**src/rtl/config_if.sv**
```systemverilog
// Config daisy-chain link: a word bus plus the strobe that shifts it one stage down the chain.
//   data_clk : shift strobe; every row stage captures on its rising edge
//   data_in  : word presented to stage 0
interface config_if #(
  parameter int unsigned DATA_W = 16
);
  logic              data_clk;
  logic [DATA_W-1:0] data_in;

  modport master (output data_clk, output data_in);
  modport slave  (input  data_clk, input  data_in);
endinterface

```
**src/rtl/config_chain_loader.sv**
```systemverilog
// Shadow register file that is serially loaded into the row-parameter config daisy chain.
// Software writes words into the shadow file; a start pulse shifts the whole file into the
// chain, highest stage first, so every word lands in its own stage after 3*NUM_ROWS shifts.
//
// Ports
//   clk      : single clock
//   reset    : synchronous, active-high reset
//   wr_en    : shadow-file write strobe (dropped while busy)
//   wr_row   : target row of the write (values >= NUM_ROWS are dropped)
//   wr_field : 0 = E_l, 1 = E_rev, 2 = address, 3 = illegal (dropped)
//   wr_data  : word to store
//   wr_ready : high when writes are accepted
//   start    : single-cycle load request (ignored while busy)
//   busy     : high while a load is in progress
//   done     : one-cycle pulse at load completion
//   cfg_out  : data_clk / data_in driven into row 0 of the chain
module config_chain_loader #(
  parameter int unsigned NUM_ROWS = 4,
  parameter int unsigned DATA_W   = 16,
  // One extra bit so out-of-range rows can be presented and rejected.
  localparam int unsigned RowW    = $clog2(NUM_ROWS + 1)
) (
  input  logic              clk,
  input  logic              reset,
  input  logic              wr_en,
  input  logic [RowW-1:0]   wr_row,
  input  logic [1:0]        wr_field,
  input  logic [DATA_W-1:0] wr_data,
  output logic              wr_ready,
  input  logic              start,
  output logic              busy,
  output logic              done,
  config_if.master          cfg_out
);

  localparam int unsigned NumWords = 3 * NUM_ROWS;
  localparam int unsigned IdxW     = $clog2(NumWords);
  localparam logic [IdxW-1:0] TopIdx = IdxW'(NumWords - 1);

  typedef enum logic [1:0] {StIdle, StSetup, StClkHi, StDone} state_e;

  state_e            state_q;
  logic [IdxW-1:0]   k_q;
  logic [DATA_W-1:0] shadow_q [NumWords];
  logic              busy_q;
  logic              done_q;
  logic              data_clk_q;
  logic [DATA_W-1:0] data_in_q;

  logic [IdxW-1:0]   wr_idx;
  logic              wr_ok;
  logic [DATA_W-1:0] first_word;
  logic [IdxW-1:0]   k_dec;

  assign wr_idx = IdxW'((32'(wr_row) * 32'd3) + 32'(wr_field));
  assign wr_ok  = wr_en && !busy_q && (wr_field != 2'd3) && (32'(wr_row) < NUM_ROWS);
  assign k_dec  = k_q - 1'b1;

  // A write landing in the top stage on the start cycle must be the first word shifted,
  // so bypass the shadow file for that one case.
  assign first_word = (wr_ok && (wr_idx == TopIdx)) ? wr_data : shadow_q[TopIdx];

  always_ff @(posedge clk) begin
    if (reset) begin
      for (int i = 0; i < int'(NumWords); i++) begin
        shadow_q[i] <= '0;
      end
    end else if (wr_ok) begin
      shadow_q[wr_idx] <= wr_data;
    end
  end

  always_ff @(posedge clk) begin
    if (reset) begin
      state_q    <= StIdle;
      k_q        <= '0;
      busy_q     <= 1'b0;
      done_q     <= 1'b0;
      data_clk_q <= 1'b0;
      data_in_q  <= '0;
    end else begin
      unique case (state_q)
        StIdle: begin
          if (start) begin
            state_q    <= StSetup;
            k_q        <= TopIdx;
            busy_q     <= 1'b1;
            data_clk_q <= 1'b0;
            data_in_q  <= first_word;
          end
        end
        StSetup: begin
          state_q    <= StClkHi;
          data_clk_q <= 1'b1;
        end
        StClkHi: begin
          data_clk_q <= 1'b0;
          if (k_q == '0) begin
            state_q <= StDone;
            done_q  <= 1'b1;
          end else begin
            state_q   <= StSetup;
            k_q       <= k_dec;
            data_in_q <= shadow_q[k_dec];
          end
        end
        StDone: begin
          state_q <= StIdle;
          done_q  <= 1'b0;
          busy_q  <= 1'b0;
        end
        default: begin
          state_q <= StIdle;
          busy_q  <= 1'b0;
          done_q  <= 1'b0;
        end
      endcase
    end
  end

  assign busy             = busy_q;
  assign done             = done_q;
  assign wr_ready         = ~busy_q;
  assign cfg_out.data_clk = data_clk_q;
  assign cfg_out.data_in  = data_in_q;

endmodule
```
**src/flat_wrapper.sv**
```systemverilog
// flat-port wrapper written by rule: the top's interface ports become plain ports
module config_chain_loader_flat 
#(
  parameter int unsigned NUM_ROWS = 4,
  parameter int unsigned DATA_W   = 16,
                                                                      
  localparam int unsigned RowW    = $clog2(NUM_ROWS + 1)
)
  (clk, reset, wr_en, wr_row, wr_field, wr_data, wr_ready, start, busy, done, cfg_out_data_clk, cfg_out_data_in);
  config_if #(.DATA_W(DATA_W)) cfg_out_i ();
  input  logic clk;
  input  logic reset;
  input  logic wr_en;
  input  logic [RowW-1:0] wr_row;
  input  logic [1:0] wr_field;
  input  logic [DATA_W-1:0] wr_data;
  output logic wr_ready;
  input  logic start;
  output logic busy;
  output logic done;
  output wire logic [$bits(cfg_out_i.data_clk)-1:0] cfg_out_data_clk;
  output wire logic [$bits(cfg_out_i.data_in)-1:0] cfg_out_data_in;
  assign cfg_out_data_clk = cfg_out_i.data_clk;
  assign cfg_out_data_in = cfg_out_i.data_in;
  config_chain_loader #(.NUM_ROWS(NUM_ROWS), .DATA_W(DATA_W)) u_core (.clk(clk), .reset(reset), .wr_en(wr_en), .wr_row(wr_row), .wr_field(wr_field), .wr_data(wr_data), .wr_ready(wr_ready), .start(start), .busy(busy), .done(done), .cfg_out(cfg_out_i));
endmodule
```
**config.mk**
```make
export PLATFORM = sky130hd
export DESIGN_NAME = config_chain_loader_flat
export DESIGN_NICKNAME = d
export VERILOG_FILES = /design/src/rtl/config_if.sv /design/src/rtl/config_chain_loader.sv /design/src/flat_wrapper.sv
export SDC_FILE = /design/constraint.sdc
export NUM_CORES = 1
export LEC_CHECK = 0
export CAP_MARGIN = 10
export CORE_MARGIN = 1
export CORE_UTILIZATION = 45
export DETAILED_ROUTE_END_ITERATION = 12
export PLACE_DENSITY = 0.62
export SETUP_SLACK_MARGIN = 0.3
export SLEW_MARGIN = 20
export SYNTH_ARGS = -nofsm -noshare
export SYNTH_HDL_FRONTEND = slang
export SYNTH_SLANG_ARGS = --single-unit
```
**constraint.sdc**
```tcl
create_clock -name clk -period 4.06 [get_ports clk]
set_clock_uncertainty 0.2 [all_clocks]
set_input_delay 0.406 -clock clk [delete_from_list [all_inputs] [get_ports clk]]
set_output_delay 0.406 -clock clk [all_outputs]
set_load 0.05 [all_outputs]
```
# == Yosys cells after proc, flatten, opt, wreduce, memory -nomap -nowiden ==
# Memory sizes are Yosys's and may differ from the RTL's.
# Cells that the tools add are included.
# totals
ff_bits,25
ramBits,192
inputBits,25
out_inout_bits,20
mem_count,1
# memory_table
memory,depth,word_bits,rd,rd_ports_with_merged_regs,wr,line,rtl
u_core.shadow_q,12,16,2,0,12,config_chain_loader.sv:44,logic [DATA_W-1:0] shadow_q [NumWords];
# classes
n_addsub,2
n_mul,1
n_lt_le_gt_ge,1
n_eq_ne,8
mux,24
bitwise_logic,1
reduce_logical,16
# ops
cell,n
$mux W16,4
$pmux W16 S2,1
$reduce_or A16 Y1,1
$mux W4,3
$mux W1,9
$pmux W2 S4,1
$pmux W4 S2,1
$ne A2 B2 Y1 const B,3
$reduce_and A2 Y1,3
$reduce_bool A2 Y1,3
$add A4 B2 Y4,1
$eq A2 B2 Y1 const B,2
$eq A4 B4 Y1 const B,1
$logic_and A1 B1 Y1,4
$logic_not A4 Y1,1
$mul A3 B2 Y4 const B,1
$mux W2,2
$pmux W1 S2,2
$sub A4 B1 Y4 const B,1
$lt A3 B3 Y1 const B,1
$pmux W1 S3,1
$reduce_and A3 Y1,1
$reduce_bool A3 Y1,1
$eq A2 B1 Y1 const B,1
other kinds (4),4

# == Longest topological paths before layout ==
# logic_depth
word_depth,9
ltp_mapped,11
ltp_nobuf,8

# == Worst setup path after synthesis ==
# No wires, ideal clock.
# synth_timing
path_type,input -> register
start,in wr_row[0]
end,"mem u_core.shadow_q[13][0], enable pin"
setup_ns,0.409
t_arrival_ns,3.158
required_ns,3.451
path_slack_ns,0.293
cell_stages,7
path_cell_list,fa_1 > ha_1 > inv_1 > fa_1 > xnor2_1 > nand4_1 > nor3_1
# synth_lines
element,line,rtl
start: declaration,flat_wrapper.sv:14,input logic [RowW-1:0] wr_row;
end: declaration,config_chain_loader.sv:44,

# == Worst setup path after layout ==
# layout_timing
start,in wr_row[0]
end,reg u_core.data_in_q[8] (netlist: u_core.cfg_out.data_in[8])
# layout_between
elab_chain_cells,7
# layout_rtl
element,line,rtl
$mul A3 B2 Y4,config_chain_loader.sv:55,assign wr_idx = IdxW'((32'(wr_row) * 32'd3) + 32'(wr_field));
$add A4 B2 Y4,config_chain_loader.sv:55,
$eq A4 B4 Y1,config_chain_loader.sv:61,assign first_word = (wr_ok && (wr_idx == TopIdx)) ? wr_data : shadow_q[TopIdx];
$logic_and A1 B1 Y1 (*),config_chain_loader.sv:61,
$mux W16 (*),config_chain_loader.sv:61,
$mux W16 (*),config_chain_loader.sv:84,if (start) begin
$pmux W16 S2 (*),config_chain_loader.sv:82,unique case (state_q)
end signal: assignment,config_chain_loader.sv:89,data_in_q <= first_word;
end signal: assignment,config_chain_loader.sv:104,data_in_q <= shadow_q[k_dec];
end: declaration,config_chain_loader.sv:48,logic [DATA_W-1:0] data_in_q;
# Every way passes the cells marked *; elsewhere a longest branch is shown, timed or not. The select of a mux whose other input is x is not followed.
# A chain may end at the register's enable or synchronous reset.

==> results.toml <==
[logic_synthesis]
synthArstFlopShare_pct = 0
yosysUniqueCellTypes = 46
synth_area_leader_cell = "edfxtp_1"
synth-seq-cells = 281
avgSynthCellArea_um2 = 15.50
syn_area_mm2 = 0.01285
synth_top_cell_area_share_pct = 59.82
synthTopCellsByArea = "edfxtp_1 60%, mux4_2 11%, and2_1 9.3%"
synth_edf_count = 256
seq_area_frac_synth_pct = 63.72
synth-main-ff-cell = "edfxtp_1"
yosys_warnings = 0
syn_nets = 861
synthCells = 829

[cells_and_area]
nets = 914
synthToLayoutAreaGrowth_pct = 15.84
fillers = 2254
layout-drive-gt1-share_pct = 21.63
finalNonFillerCells = 1284
antenna_cells = 0

[routing]
first_pass_iters = 8
postRouteWirelength_mm = 30.88
routedWlPerCell_um = 24.05
vias_per_cell = 5.671
drc_errors = 0
drt_iter0_markers = 584
final_antenna_net_count = 0
num_vias = 7281

[worst_setup_path]
r2r_setup_slack_ns = 1.34
startpoint_type = "input pin"
reg2regPathDepth = 7
reg2reg_from = "u_core.k_q[1]"
arrival_ns = 3.73
critical_path_required_ns = 4.30
cp_cell_sequence = "clkdlybuf4s50_1, fa_1, ha_1, inv_1, fa_1, xor2_4, buf_4, nor4_4, buf_4, a211oi_1, o31ai_1"
rr_endpoint = "u_core.cfg_out.data_in[14]"
cp-end-kind = "flop"
critPathKind = "input pin to flop"
cp_slowest_cell = "fa_1"
crit_path_max_incr_delay_ns = 0.56
crit_path_max_fanout = 17

[placement]
dp_slack_ns = 0.1329
gp_routability_congestion = 0.8929
port_buffers = 44
dp_cells = 1228
place_hpwl_mm = 19.53

[floorplan]
dieArea_mm2 = 0.02923
core_area_mm2 = 0.02793
start_util_pct = 46.00
core.rowCount = 61
die_h_um = 171.0
fp.dieW_um = 171.0
io_pins = 45

[clock_tree]
cts-root-buf = "clkbuf_16"
clkLatencyLatePin_ns = 0.54
postCtsHoldBufs = 0
clockBufferDepth = 3
cts.sinks = 281
post_cts_buffers = 0
cts_resized = 0
clk_pin_slew_ns = 0.06
cts-buffers-inserted = 30
cts_tree = "done"
htreeDepth = 1

[worst_hold_path]
worstHoldPathType = "flop to flop"
whs_path_depth = 2
hold_start = "u_core.cfg_out.data_in[10]"
hold_end = "u_core.cfg_out.data_in[10]"

[global_route]
grt_max_degree = 68
antenna_found_initial = 0
grt_pass1_vias = 7474
grt_use_total_pct = 21.78
grt_pass1_wl_mm = 46.26
grt_overflow = 0

[timing]
post-route-period-util_pct = 85.95
slew_headroom_pct = 24.91
fmax_mhz = 286.6
setup_viol = 0
worstMarginPinSlew_ns = 1.126
fin_ws_ns = 0.5705
rsz0062_at_grt = "false"
slew_violations = 0
layout_min_cycle_time_ns = 3.489
timing_hold_violations_final = 0
setup_tns_ns = 0

[pwr]
max-vdd-ir-drop_mv = 0.2974
p_leak_nw = 5.131
p_per_area_mw_per_mm2 = 467.0

[status]
status = "completed"

[flow_run]
cap_violations = 0
per-stage QoR:
stage	total power [mW]	util, %	area (µm²)	hold WS [ns]
after CTS	7.003	53.29	14890	0.2718
after detailed placement	4.364	49.84	13920	0.2637
final	6.952	53.29	14890	0.2744
after global placement	4.345	49.84	13920	0.2654
after global routing	7.176	53.29	14890	0.2828
after floorplan	4.004	-	12850	0.3043
routing by layer:
| layer | global-route usage [%] | part of all wire, % | up-vias |
|---|---|---|---|
| met5 | 0 | 0 | - |
| met4 | 8.152 | 3.2 | 0 |
| met3 | 2.915 | 5.7 | 59 |
| met2 | 36.48 | 49 | 253 |
| met1 | 28.96 | 42 | 3703 |
| li1 | - | - | 3266 |
cell type report:
type                    count  area, µm²  area share [%]
inverters                   7      26.28          0.1765
multi-input cells         473       4329           29.08
repair buffers             89      903.4           6.069
flip-flops and latches    281       8192           55.03
well taps                 378      473.0           3.177
clock buffers              41      813.3           5.464
clock inverters            15      148.9           1.000
sequential cells by signal, indices dropped and copies added, names as in the netlist:
signal,cells
u_core.cfg_out.data_in,16
u_core.done,1
u_core.shadow_q,256
u_core.state_q,2
u_core.k_q,4
u_core.busy,1
u_core.cfg_out.data_clk,1
report_power, final:
part	switching (mW)	internal [mW]	leakage [nW]
sequential	0.0447	3.25	2.78
clock	1.07	1.58	0.466
combinational	0.590	0.416	1.88
placed cells by master, fill, tap and decap left out, drive strengths merged, types with 3 or more instances in the layout:
cell           instances
o41a                  16
and2                 193
dfxtp                 25
clkdlybuf4s50         44
o21ai                 18
nand2b                 4
a21oi                  7
a2111oi               16
nor3                   5
mux2                  16
nand4                  4
mux4                  64
nand2                 19
clkinv                11
nor2                  21
edfxtp               256
o31ai                 17
ha                     5
nor2b                 20
inv                    7
bufinv                 3
a211oi                17
buf                   45
or2                   12
clkbuf                41
cell families (layout without fill, tap and decap cells):
| family | Yosys count | after routing | share of synthesized area, % |
|---|---|---|---|
| multiplexers | 80 | 80 | 12.62 |
| adder cells (fa/ha/maj) | 7 | 7 | 0.7985 |
| flip-flops | 281 | 281 | 63.72 |
| AO/OA/AOI/OAI | 97 | 97 | 6.144 |
| XOR/XNOR | 3 | 3 | 0.3506 |
| AND/OR/NAND/NOR | 286 | 286 | 13.50 |
| buffers and inverters | 75 | 152 | 2.872 |
synthesized netlist by cell type, types with 2 or more instances:
| cell type | n |
|---|---|
| inv_1 | 7 |
| nor3_2 | 2 |
| o21ai_1 | 7 |
| buf_8 | 2 |
| dfxtp_1 | 25 |
| edfxtp_1 | 256 |
| a2111oi_1 | 12 |
| buf_1 | 2 |
| nand4_1 | 2 |
| clkbuf_1 | 37 |
| nand2_1 | 19 |
| o21ai_0 | 11 |
| or2_2 | 12 |
| a21oi_1 | 7 |
| nand2b_1 | 4 |
| nand4_2 | 2 |
| nor3_1 | 3 |
| nand3_1 | 2 |
| nor2b_1 | 20 |
| buf_2 | 14 |
| o41a_1 | 16 |
| a211oi_1 | 17 |
| clkbuf_2 | 8 |
| and2_1 | 192 |
| o31ai_1 | 17 |
| a2111oi_2 | 4 |
| nor2_1 | 21 |
| fa_1 | 2 |
| buf_6 | 5 |
| mux2_2 | 16 |
| ha_1 | 5 |
| a22oi_1 | 2 |
| nor3b_1 | 2 |
| mux4_2 | 64 |
worst max-delay path by stage:
stage               from                        end  slack, ns  cells after the start
2_1_floorplan  wr_row[0]     u_core.shadow_q[12][0]       0.30                      7
3_5_place_dp   wr_row[0]  u_core.cfg_out.data_in[8]       0.13                     11
6_report       wr_row[0]  u_core.cfg_out.data_in[8]       0.57                     11
3_3_place_gp   wr_row[0]     u_core.shadow_q[11][8]       0.21                      9
5_1_grt        wr_row[0]  u_core.cfg_out.data_in[3]       0.51                     11
4_1_cts        wr_row[0]  u_core.cfg_out.data_in[8]       0.68                     11
critical path: cells and delay by family:
kind	cells	cell delay, ns
fa+ha+maj	3	1.28
buf+inv	4	1.06
compound gates	2	0.46
simple gates	1	0.31
xor+xnor	1	0.21
Power figures use the tool's default switching activity.
